File: src/rtl/sm83_bus_arb.sv
// Bus arbiter between the sm83 CPU and one DMA/debug requester.
// Ownership is decided once per slot at the ncyc strobe. The CPU has priority, and a starving DMA request can force a CPU hold.
module sm83_bus_arb #(
    parameter int MAX_WAIT = 4,
    parameter bit HOLD_EN  = 1'b1
) (
    input  logic        clk,
    input  logic        nreset,
    input  logic        ncyc,
    input  logic        phi,
    input  logic [15:0] cpu_adr,
    input  logic [7:0]  cpu_dout,
    input  logic        cpu_rd,
    input  logic        cpu_wr,
    output logic        cpu_hold,
    input  logic        dma_req,
    input  logic        dma_we,
    input  logic [15:0] dma_adr,
    input  logic [7:0]  dma_wdata,
    output logic        dma_ack,
    output logic [7:0]  dma_rdata,
    output logic [15:0] mem_adr,
    output logic [7:0]  mem_wdata,
    output logic        mem_rd,
    output logic        mem_wr,
    input  logic [7:0]  mem_rdata,
    output logic        grant_dma,
    output logic [1:0]  dbg_state
);

    localparam logic [1:0] S_IDLE = 2'd0;
    localparam logic [1:0] S_CPU  = 2'd1;
    localparam logic [1:0] S_DMA  = 2'd2;
    localparam logic [1:0] S_HOLD = 2'd3;

    localparam logic [3:0] STARVE_MAX = 4'(MAX_WAIT);

    logic [1:0] state, state_nxt;
    logic [3:0] starve, starve_nxt;
    logic       req_ok;
    logic       cpu_busy;
    logic       unused_phi;

    // phi is informational only; sequencing is driven purely by ncyc.
    assign unused_phi = phi;

    // A request is consumed only if the slot now ending was not DMA,
    // so back-to-back requests interleave with at least one other slot.
    assign req_ok   = dma_req && (state != S_DMA);
    assign cpu_busy = cpu_rd | cpu_wr;

    always_comb begin
        state_nxt = S_IDLE;
        if (state == S_HOLD) begin
            state_nxt = req_ok ? S_DMA : S_IDLE;
        end else if (cpu_busy) begin
            if (req_ok && HOLD_EN && (starve == STARVE_MAX))
                state_nxt = S_HOLD;
            else
                state_nxt = S_CPU;
        end else if (req_ok) begin
            state_nxt = S_DMA;
        end
    end

    always_comb begin
        starve_nxt = starve;
        if ((state_nxt == S_DMA) || !dma_req)
            starve_nxt = 4'd0;
        else if (req_ok && ((state_nxt == S_CPU) || (state_nxt == S_HOLD)))
            starve_nxt = (starve == STARVE_MAX) ? starve : starve + 4'd1;
    end

    always_ff @(posedge clk or negedge nreset) begin
        if (!nreset) begin
            state     <= S_IDLE;
            starve    <= 4'd0;
            cpu_hold  <= 1'b0;
            dma_ack   <= 1'b0;
            dma_rdata <= 8'h00;
        end else begin
            dma_ack <= 1'b0;
            if (ncyc) begin
                state    <= state_nxt;
                starve   <= starve_nxt;
                cpu_hold <= (state_nxt == S_HOLD);
                // Completion of a DMA slot: capture read data, pulse ack.
                if (state == S_DMA) begin
                    dma_ack <= 1'b1;
                    if (!dma_we)
                        dma_rdata <= mem_rdata;
                end
            end
        end
    end

    always_comb begin
        if (state == S_DMA) begin
            mem_adr   = dma_adr;
            mem_wdata = dma_wdata;
            mem_rd    = ~dma_we;
            mem_wr    = dma_we;
        end else begin
            mem_adr   = cpu_adr;
            mem_wdata = cpu_dout;
            mem_rd    = cpu_rd;
            mem_wr    = cpu_wr;
        end
    end

    assign grant_dma = (state == S_DMA);
    assign dbg_state = state;

endmodule
File: config.mk
export PLATFORM = sky130hd
export DESIGN_NAME = sm83_bus_arb
export DESIGN_NICKNAME = d
export VERILOG_FILES = /design/src/rtl/sm83_bus_arb.sv
export SDC_FILE = /design/constraint.sdc
export NUM_CORES = 1
export LEC_CHECK = 0
export CAP_MARGIN = 25
export CORE_MARGIN = 2
export CORE_UTILIZATION = 32
export CTS_CLUSTER_SIZE = 14
export DETAILED_ROUTE_END_ITERATION = 7
export GPL_TIMING_DRIVEN = 0
export PLACE_DENSITY = 0.85
export SETUP_SLACK_MARGIN = 0.3
export SYNTH_ARGS = -nofsm -noshare
export SYNTH_HDL_FRONTEND = slang
export SYNTH_SLANG_ARGS = --single-unit
File: constraint.sdc
create_clock -name clk -period 5.51 [get_ports clk]
set_clock_uncertainty 0.1 [all_clocks]
set_input_delay 1.102 -clock clk [delete_from_list [all_inputs] [get_ports clk]]
set_output_delay 1.102 -clock clk [all_outputs]
set_load 0.02 [all_outputs]
==> key figures, run 1 <==
Power and ir drop
  • Proportion of total power due to net switching: between 30% and 40%
  • Sequential group share of total power: a little under a third
  • Power Internal: 0.3468 mW
  • VDD IR-drop max: 0.2490 mV
  • Static leakage: around 0.87 nW
  • Ratio of total power to cell area: 241.4 nW/um^2
  • Clock network power share: between 10% and 20%
  • Sw power: about 0.18 mW
  • Relative contribution of combinational cells to total power: between 50% and 60%

STA
  • Maximum clock frequency: 0.2721 GHz
  • Final period utilization: between 60% and 70%
  • Unrepaired setup endpoints after global routing: false
  • Final Setup Violations: 0
  • Final hold violations: 0
  • Tmin final: about 3700 ps
  • Worst Tran Pin Value: ~730 ps
  • Fin worst setup slack: ~1800 ps
  • Final-report max-slew violation count: 0
  • Normalized max-slew margin: 51.26%
  • Setup TNS: 0 ps

Global routing
  • Largest net degree at the start of global routing: 17
  • Number of global-route vias before repair: 1264
  • Total overflow reported by the global router: 0
  • Initial antenna violation count: 0
  • Global-route wire length before repair: just under 6000 um
  • GRT Util Overall: a little under a fifth

Worst setup path
  • Number of buffer and inverter stages on the critical path: 2
  • Length in cells of the worst reg-to-reg path: 3
  • Critical Path AT: around 2500 ps
  • Kind of cell with the highest combined delay on the critical path: buffers and inverters
  • Stage delay of the slowest cell on the critical path: about 600 ps
  • Cells along the critical path: clkdlybuf4s50_1 > mux2_2 > clkdlybuf4s50_1
  • Maximum net fanout on the critical path: 3
  • Type of element capturing the critical path: output port
  • Worst path depth: 3
  • Slowest-stage cell, CP: sky130_fd_sc_hd__clkdlybuf4s50_1
  • Most used cell along the critical path: sky130_fd_sc_hd__clkdlybuf4s50_1
  • Kind of critical path: primary input to output port
  • Critical path data required time: around 4300 ps
  • Sort of element at the start of the critical path: primary input

Clocking
  • Post-CTS Setup Bufs: 0
  • Post-cts resize count: 0
  • Buffer levels on the longest clock path: 2
  • Clk sinks: 16
  • Clock-pin transition on the worst setup and hold timing paths: 100 ps
  • Clock tree root driver cell: sky130_fd_sc_hd__clkbuf_4
  • Number of buffers added by the clock tree synthesis step: 3
  • Clk Latency, worst-skew pair: approximately 290 ps
  • Count of hold buffers inserted by post-cts repair: 0
  • Clock tree from TritonCTS: done
  • Count of H-tree levels built during CTS: 1

Final layout
  • Count of inserted antenna diode cells: 0
  • Layout overhead on the synthesized area: 101.3%
  • Number of nets in the finished design: 268
  • Number of fill cells in the layout: about 260
  • Fraction of final layout cells with drive strength greater than 1: around 22%
  • Final design utilization: between 60% and 70%

Die
  • Cell Rows: 21
  • Floorplan Core Area: roughly 3300 um^2
  • Area of the die: ~3900 um^2
  • Number of placed I/O pins: just over 100
  • Die outline width: about 62 um
  • Floorplan die height: 62.12 um
  • Initial core utilization: around a third

Detailed routing
  • Count of routing violations after the opening detailed-route iteration: 11
  • Post-DRT Antenna Nets: 0
  • DRC Markers: 0
  • Detailed-routing iteration count for the pre-antenna-repair pass: 4
  • Vias: approximately 1200
  • Routed wirelength normalized by instance count: roughly 15 um
  • Routed Wire Length: approximately 3700 um
  • Routed via count divided by cell count: between 4 and 5

Place
  • Number of buffer cells added on primary ports: 100
  • Half-perimeter wire length after detailed placement: slightly above 3000 um
  • Pre-CTS setup slack: approximately 1900 ps
  • GP Congestion: around 0.92

Logic synthesis
  • Mean instance size in the synthesized netlist: 11.14 um^2
  • Area of the mapped netlist: around 1100 um^2
  • Synthesis warning total: 0
  • Post-Syn Nets: between 150 and 200
  • Portion of the post-synthesis area used by sequential elements: a little under two fifths
  • Number of standard cells after synthesis: 97
  • FF+latch count, synth: 16
  • Number of library cell types mapped by synthesis: 29

Min path
  • Worst hold-check path type: register to register
  • Count of cells along the worst hold path: 1

Run
  • Number of max-capacitance violations reported: 0

Outcome
  • Outcome: finished clean
## synth_stat cells (all sizes together)
library cell | count | area [um^2]
o22ai | 1 | 6.260
o21ai | 2 | 10.01
or3 | 1 | 6.260
nand2 | 2 | 7.510
o311a | 1 | 10.01
nor2 | 3 | 11.26
or4 | 1 | 7.510
a211oi | 1 | 7.510
and3b | 2 | 17.52
ha | 2 | 25.02
mux2 | 33 | 371.6
a21o | 1 | 7.510
a21oi | 4 | 20.02
nor2b | 1 | 6.260
o32ai | 1 | 8.760
nand3b | 3 | 22.52
nor4 | 3 | 33.78
a31oi | 2 | 12.51
a2111oi | 1 | 8.760
inv | 5 | 18.77
nand3 | 1 | 5.000
nand2b | 1 | 6.260
buf | 5 | 27.53
dfrtp | 16 | 400.4
nor3 | 2 | 10.01
nand4 | 2 | 12.51
## metal layers
layer	up-vias	wire, um	global-route usage (%)
met5	-	0	0
met4	0	12	2.500
met3	2	294	4.710
met2	59	1922	34.78
met1	580	1478	21.82
li1	572	-	-
## registers in the layout, indices dropped and copies added, names as in the netlist
| signal | flops |
|---|---|
| dma_rdata | 8 |
| starve | 4 |
| dma_ack | 1 |
| cpu_hold | 1 |
| dbg_state | 2 |
## power by group through the flow
| stage | Sequential (mW) | Clock (mW) | Combinational [mW] |
|---|---|---|---|
| 2_1_floorplan | 0.201 | 0 | 0.0975 |
| 3_3_place_gp | 0.167 | 0 | 0.275 |
| 3_5_place_dp | 0.170 | 0 | 0.279 |
| 4_1_cts | 0.167 | 0.0814 | 0.281 |
| 5_1_grt | 0.171 | 0.0845 | 0.293 |
| 6_report | 0.167 | 0.0795 | 0.279 |
## cells in the final DEF (no fill, tap or decap)
cell / instances
sky130_fd_sc_hd__ha_1: 2
sky130_fd_sc_hd__o21ai_0: 2
sky130_fd_sc_hd__nor2_1: 3
sky130_fd_sc_hd__nand3_1: 1
sky130_fd_sc_hd__o32ai_1: 1
sky130_fd_sc_hd__o311a_1: 1
sky130_fd_sc_hd__dfrtp_1: 16
sky130_fd_sc_hd__a2111oi_0: 1
sky130_fd_sc_hd__clkdlybuf4s50_1: 100
sky130_fd_sc_hd__o22ai_1: 1
sky130_fd_sc_hd__buf_4: 1
sky130_fd_sc_hd__or3_1: 1
sky130_fd_sc_hd__nor4_1: 2
sky130_fd_sc_hd__inv_2: 2
sky130_fd_sc_hd__a21oi_1: 4
sky130_fd_sc_hd__clkbuf_8: 1
sky130_fd_sc_hd__nand2b_1: 1
sky130_fd_sc_hd__nand3b_1: 3
sky130_fd_sc_hd__nand2_1: 2
sky130_fd_sc_hd__buf_2: 4
sky130_fd_sc_hd__and3b_1: 2
sky130_fd_sc_hd__inv_1: 3
sky130_fd_sc_hd__a211oi_1: 1
sky130_fd_sc_hd__a21o_1: 1
sky130_fd_sc_hd__nor2b_1: 1
sky130_fd_sc_hd__nor4_4: 1
sky130_fd_sc_hd__nor3_1: 2
sky130_fd_sc_hd__clkbuf_4: 3
sky130_fd_sc_hd__a31oi_1: 2
sky130_fd_sc_hd__nand4_1: 2
sky130_fd_sc_hd__or4_1: 1
sky130_fd_sc_hd__mux2_2: 33
## per-stage QoR
stage / power (mW) / hold slack (ps) / std cells / area, um^2
CTS: 0.5293 / 407.3 / 247 / 2176
finish: 0.5252 / 405.8 / 247 / 2176
detailed placement: 0.4489 / 384.7 / 243 / 2140
global placement: 0.4415 / 379.0 / 243 / 2140
floorplan: 0.2983 / 385.3 / 97 / 1081
global route: 0.5481 / 433.7 / 247 / 2176
## path summary, 6_finish.rpt
| check | from | endpoint | slack (ps) |
|---|---|---|---|
| max in group asynchronous | nreset | dma_rdata[6] | 3720 |
| worst min-delay path | cpu_hold | cpu_hold | 410 |
| worst min register to register | cpu_hold | cpu_hold | 410 |
| min in group asynchronous | nreset | dma_rdata[5] | 1130 |
| worst max register to register | dbg_state[1] | dma_rdata[3] | 3750 |
| worst max-delay path | dma_we | mem_wr | 1840 |
## cell families (layout without fill, tap and decap cells)
logic type | count (synthesis) | count (layout) | synth area share, %
AND/OR/NAND/NOR | 22 | 22 | 13.54
multiplexers | 33 | 33 | 34.38
AO/OA/AOI/OAI | 14 | 14 | 8.450
adder cells (fa/ha/maj) | 2 | 2 | 2.314
buffers and inverters | 10 | 114 | 4.283
flip-flops | 16 | 16 | 37.04
## area by class of cell
type / instances / area, um^2 / area share (%)
repair buffers: 100 / 1001 / 46.00
multi-input cells: 71 / 634.4 / 29.15
flip-flops and latches: 16 / 400.4 / 18.40
well taps: 46 / 57.56 / 2.645
clock buffers: 4 / 36.28 / 1.668
plain buffers: 5 / 27.53 / 1.265
inverters: 5 / 18.77 / 0.8626
(Power assumes the default switching activity.)
==> inputs of run 2 (changes only) <==
- CORE_UTILIZATION: 32 -> 27
- PLACE_DENSITY: 0.85 -> 0.76
- clock period: 5.51 -> 3.3 ns (I/O delays scaled with it)
==> run 2 against run 1 <==
Compared with the run above: worst setup slack worse by 1400 ps; hold slack worse by 19 ps; design area up 3.1%; highest routed layer unchanged.
==> key figures, run 2 (synthesis results as in run 1) <==
Outcome
  • Outcome: finished clean

Detailed routing
  • Count of routing violations after the opening detailed-route iteration: 17
  • Vias: ~1200
  • Post-DRT Antenna Nets: 0
  • Routed wirelength normalized by instance count: between 15 and 20 um
  • Detailed-routing iteration count for the pre-antenna-repair pass: 4
  • DRC Markers: 0
  • Routed Wire Length: a little under 4000 um
  • Routed via count divided by cell count: approximately 4.7

STA
  • Hold slack: 386.3 ps
  • Final period utilization: roughly 86%
  • Setup TNS: 0 ps
  • Maximum clock frequency: about 0.35 GHz
  • Normalized max-slew margin: 53.50%
  • Worst Tran Pin Value: ~700 ps
  • Tmin final: approximately 2800 ps
  • Final Setup Violations: 0
  • Final hold violations: 0
  • Final-report max-slew violation count: 0
  • Fin worst setup slack: about 460 ps
  • Unrepaired setup endpoints after global routing: false

Clocking
  • Clk sinks: 16
  • Clock tree from TritonCTS: done
  • Count of H-tree levels built during CTS: 1
  • Clock tree root driver cell: sky130_fd_sc_hd__clkbuf_8
  • Clock-pin transition on the worst setup and hold timing paths: roughly 60 ps
  • Buffer levels on the longest clock path: 2
  • Post-CTS Setup Bufs: 0
  • Number of buffers added by the clock tree synthesis step: 3
  • Clk Latency, worst-skew pair: 250 ps

Worst setup path
  • Kind of critical path: register to output port
  • Length in cells of the worst reg-to-reg path: 3
  • Maximum net fanout on the critical path: 10
  • Reg-to-reg startpoint: dbg_state[1]
  • Critical path data required time: roughly 2500 ps
  • Sort of element at the start of the critical path: register
  • R2R setup slack: around 1500 ps
  • Type of element capturing the critical path: output port
  • Critical Path AT: 2080 ps
  • Worst reg2reg endpoint: dma_rdata[5]

Global routing
  • GR Util met1: roughly 19%
  • GR Util met3: under 10%
  • Total overflow reported by the global router: 0
  • Global-route track usage on met2: 31.19%
  • GRT Util Overall: between 10% and 20%
  • Number of global-route vias before repair: roughly 1200
  • Global-route wire length before repair: 5720 um
  • Largest net degree at the start of global routing: 17
  • Most congested layer reported by global routing: met2
  • Initial antenna violation count: 0

Final layout
  • Fraction of final layout cells with drive strength greater than 1: about 22%
  • Layout overhead on the synthesized area: 107.5%
  • Final standard cell area without fillers: 2243 um^2
  • Most common cell after layout, fill and taps aside: sky130_fd_sc_hd__clkdlybuf4s50_1
  • Largest Register: dma_rdata
  • Final design utilization: between 50% and 60%
  • Non-filler instance count after layout: ~250
  • Leading cell types in the layout, fill and taps excluded: sky130_fd_sc_hd__clkdlybuf4s50_1 (83), sky130_fd_sc_hd__mux2_2 (33), sky130_fd_sc_hd__dfrtp_1 (16), sky130_fd_sc_hd__dlymetal6s2s_1 (16)
  • Flip-flop count of the largest register, all copies and words added: 8
  • Count of inserted antenna diode cells: 0
  • Number of nets in the finished design: about 270

Die
  • Cell Rows: 22
  • Die outline width: 67.28 um
  • Floorplan die height: 67.28 um
  • Floorplan Core Area: about 3700 um^2
  • Number of placed I/O pins: 103
  • Area of the die: approximately 4500 um^2
  • Initial core utilization: 28.88%

Min path
  • Startpoint of the worst hold path: cpu_hold
  • Worst hold-check path type: register to register
  • Hold Path End: cpu_hold
  • Count of cells along the worst hold path: 1

Power and ir drop
  • Total power: slightly above 0.9 mW
  • VDD IR-drop max: 0.3895 mV
  • Static leakage: roughly 1 nW
  • Ratio of total power to cell area: ~400 nW/um^2

Place
  • Placed standard-cell area: about 2100 um^2
  • Post-Place Cells: 245
  • Half-perimeter wire length after detailed placement: 3221 um
  • GP Congestion: 0.8831
  • Number of buffer cells added on primary ports: 100
  • Pre-CTS setup slack: between 400 and 500 ps

Run
  • Number of max-capacitance violations reported: 0
## run 2: cell types whose count changed in the layout (fill, tap and decap cells not counted), sizes merged
| cell | previous run | this run |
|---|---|---|
| clkdlybuf4s50 | 100 | 83 |
| dlygate4sd2 | 0 | 1 |
| dlymetal6s2s | 0 | 16 |
## run 2: power breakdown
group | leakage (nW) | internal, mW | switching (mW) | total, mW
clock network | 0.0288 | 0.106 | 0.0655 | 0.171
logic | 0.787 | 0.262 | 0.201 | 0.463
registers | 0.205 | 0.248 | 0.0303 | 0.278
total | 1.02 | 0.616 | 0.297 | 0.913
## run 2: worst max-delay path by stage
stage                       startpoint           to  cells after the start
after CTS                 dbg_state[0]  mem_adr[10]                      6
final                     dbg_state[0]       mem_rd                      7
after global routing      dbg_state[0]       mem_rd                      7
after global placement    dbg_state[0]   mem_adr[6]                      6
after floorplan           dbg_state[0]   mem_adr[0]                      5
after detailed placement  dbg_state[0]  mem_adr[14]                      6
## run 2: routing by layer
metal  wire length [um]  share of wire, %  vias up
li1                   -                 -      574
met2               2202                57       45
met3                177               4.6        4
met5                  0                 0        -
met1               1432                37      554
met4                 43               1.1        0
## run 2: critical path: stages, from the launching register on
cell	delay, ps
sky130_fd_sc_hd__dfrtp_1	380
sky130_fd_sc_hd__buf_4	170
sky130_fd_sc_hd__nor2b_1	110
sky130_fd_sc_hd__buf_4	190
sky130_fd_sc_hd__buf_4	190
sky130_fd_sc_hd__nor2_1	50
sky130_fd_sc_hd__a21oi_1	110
sky130_fd_sc_hd__clkdlybuf4s50_1	620
## run 2: final cells by class
type | instances | area [um^2]
multi-input cells | 71 | 634.4
flip-flops and latches | 16 | 400.4
clock buffers | 4 | 55.05
well taps | 48 | 60.06
fillers | 334 | 1500
inverters | 5 | 18.77
plain buffers | 5 | 35.03
repair buffers | 100 | 1040
## run 2: what timing repair did
| item | CTS | global route |
|---|---|---|
| hold buffers | 0 | 0 |
| setup endpoints to repair | 17 | 16 |
| hold endpoints to repair | 0 | 0 |
| resized for setup | 4 | 16 |
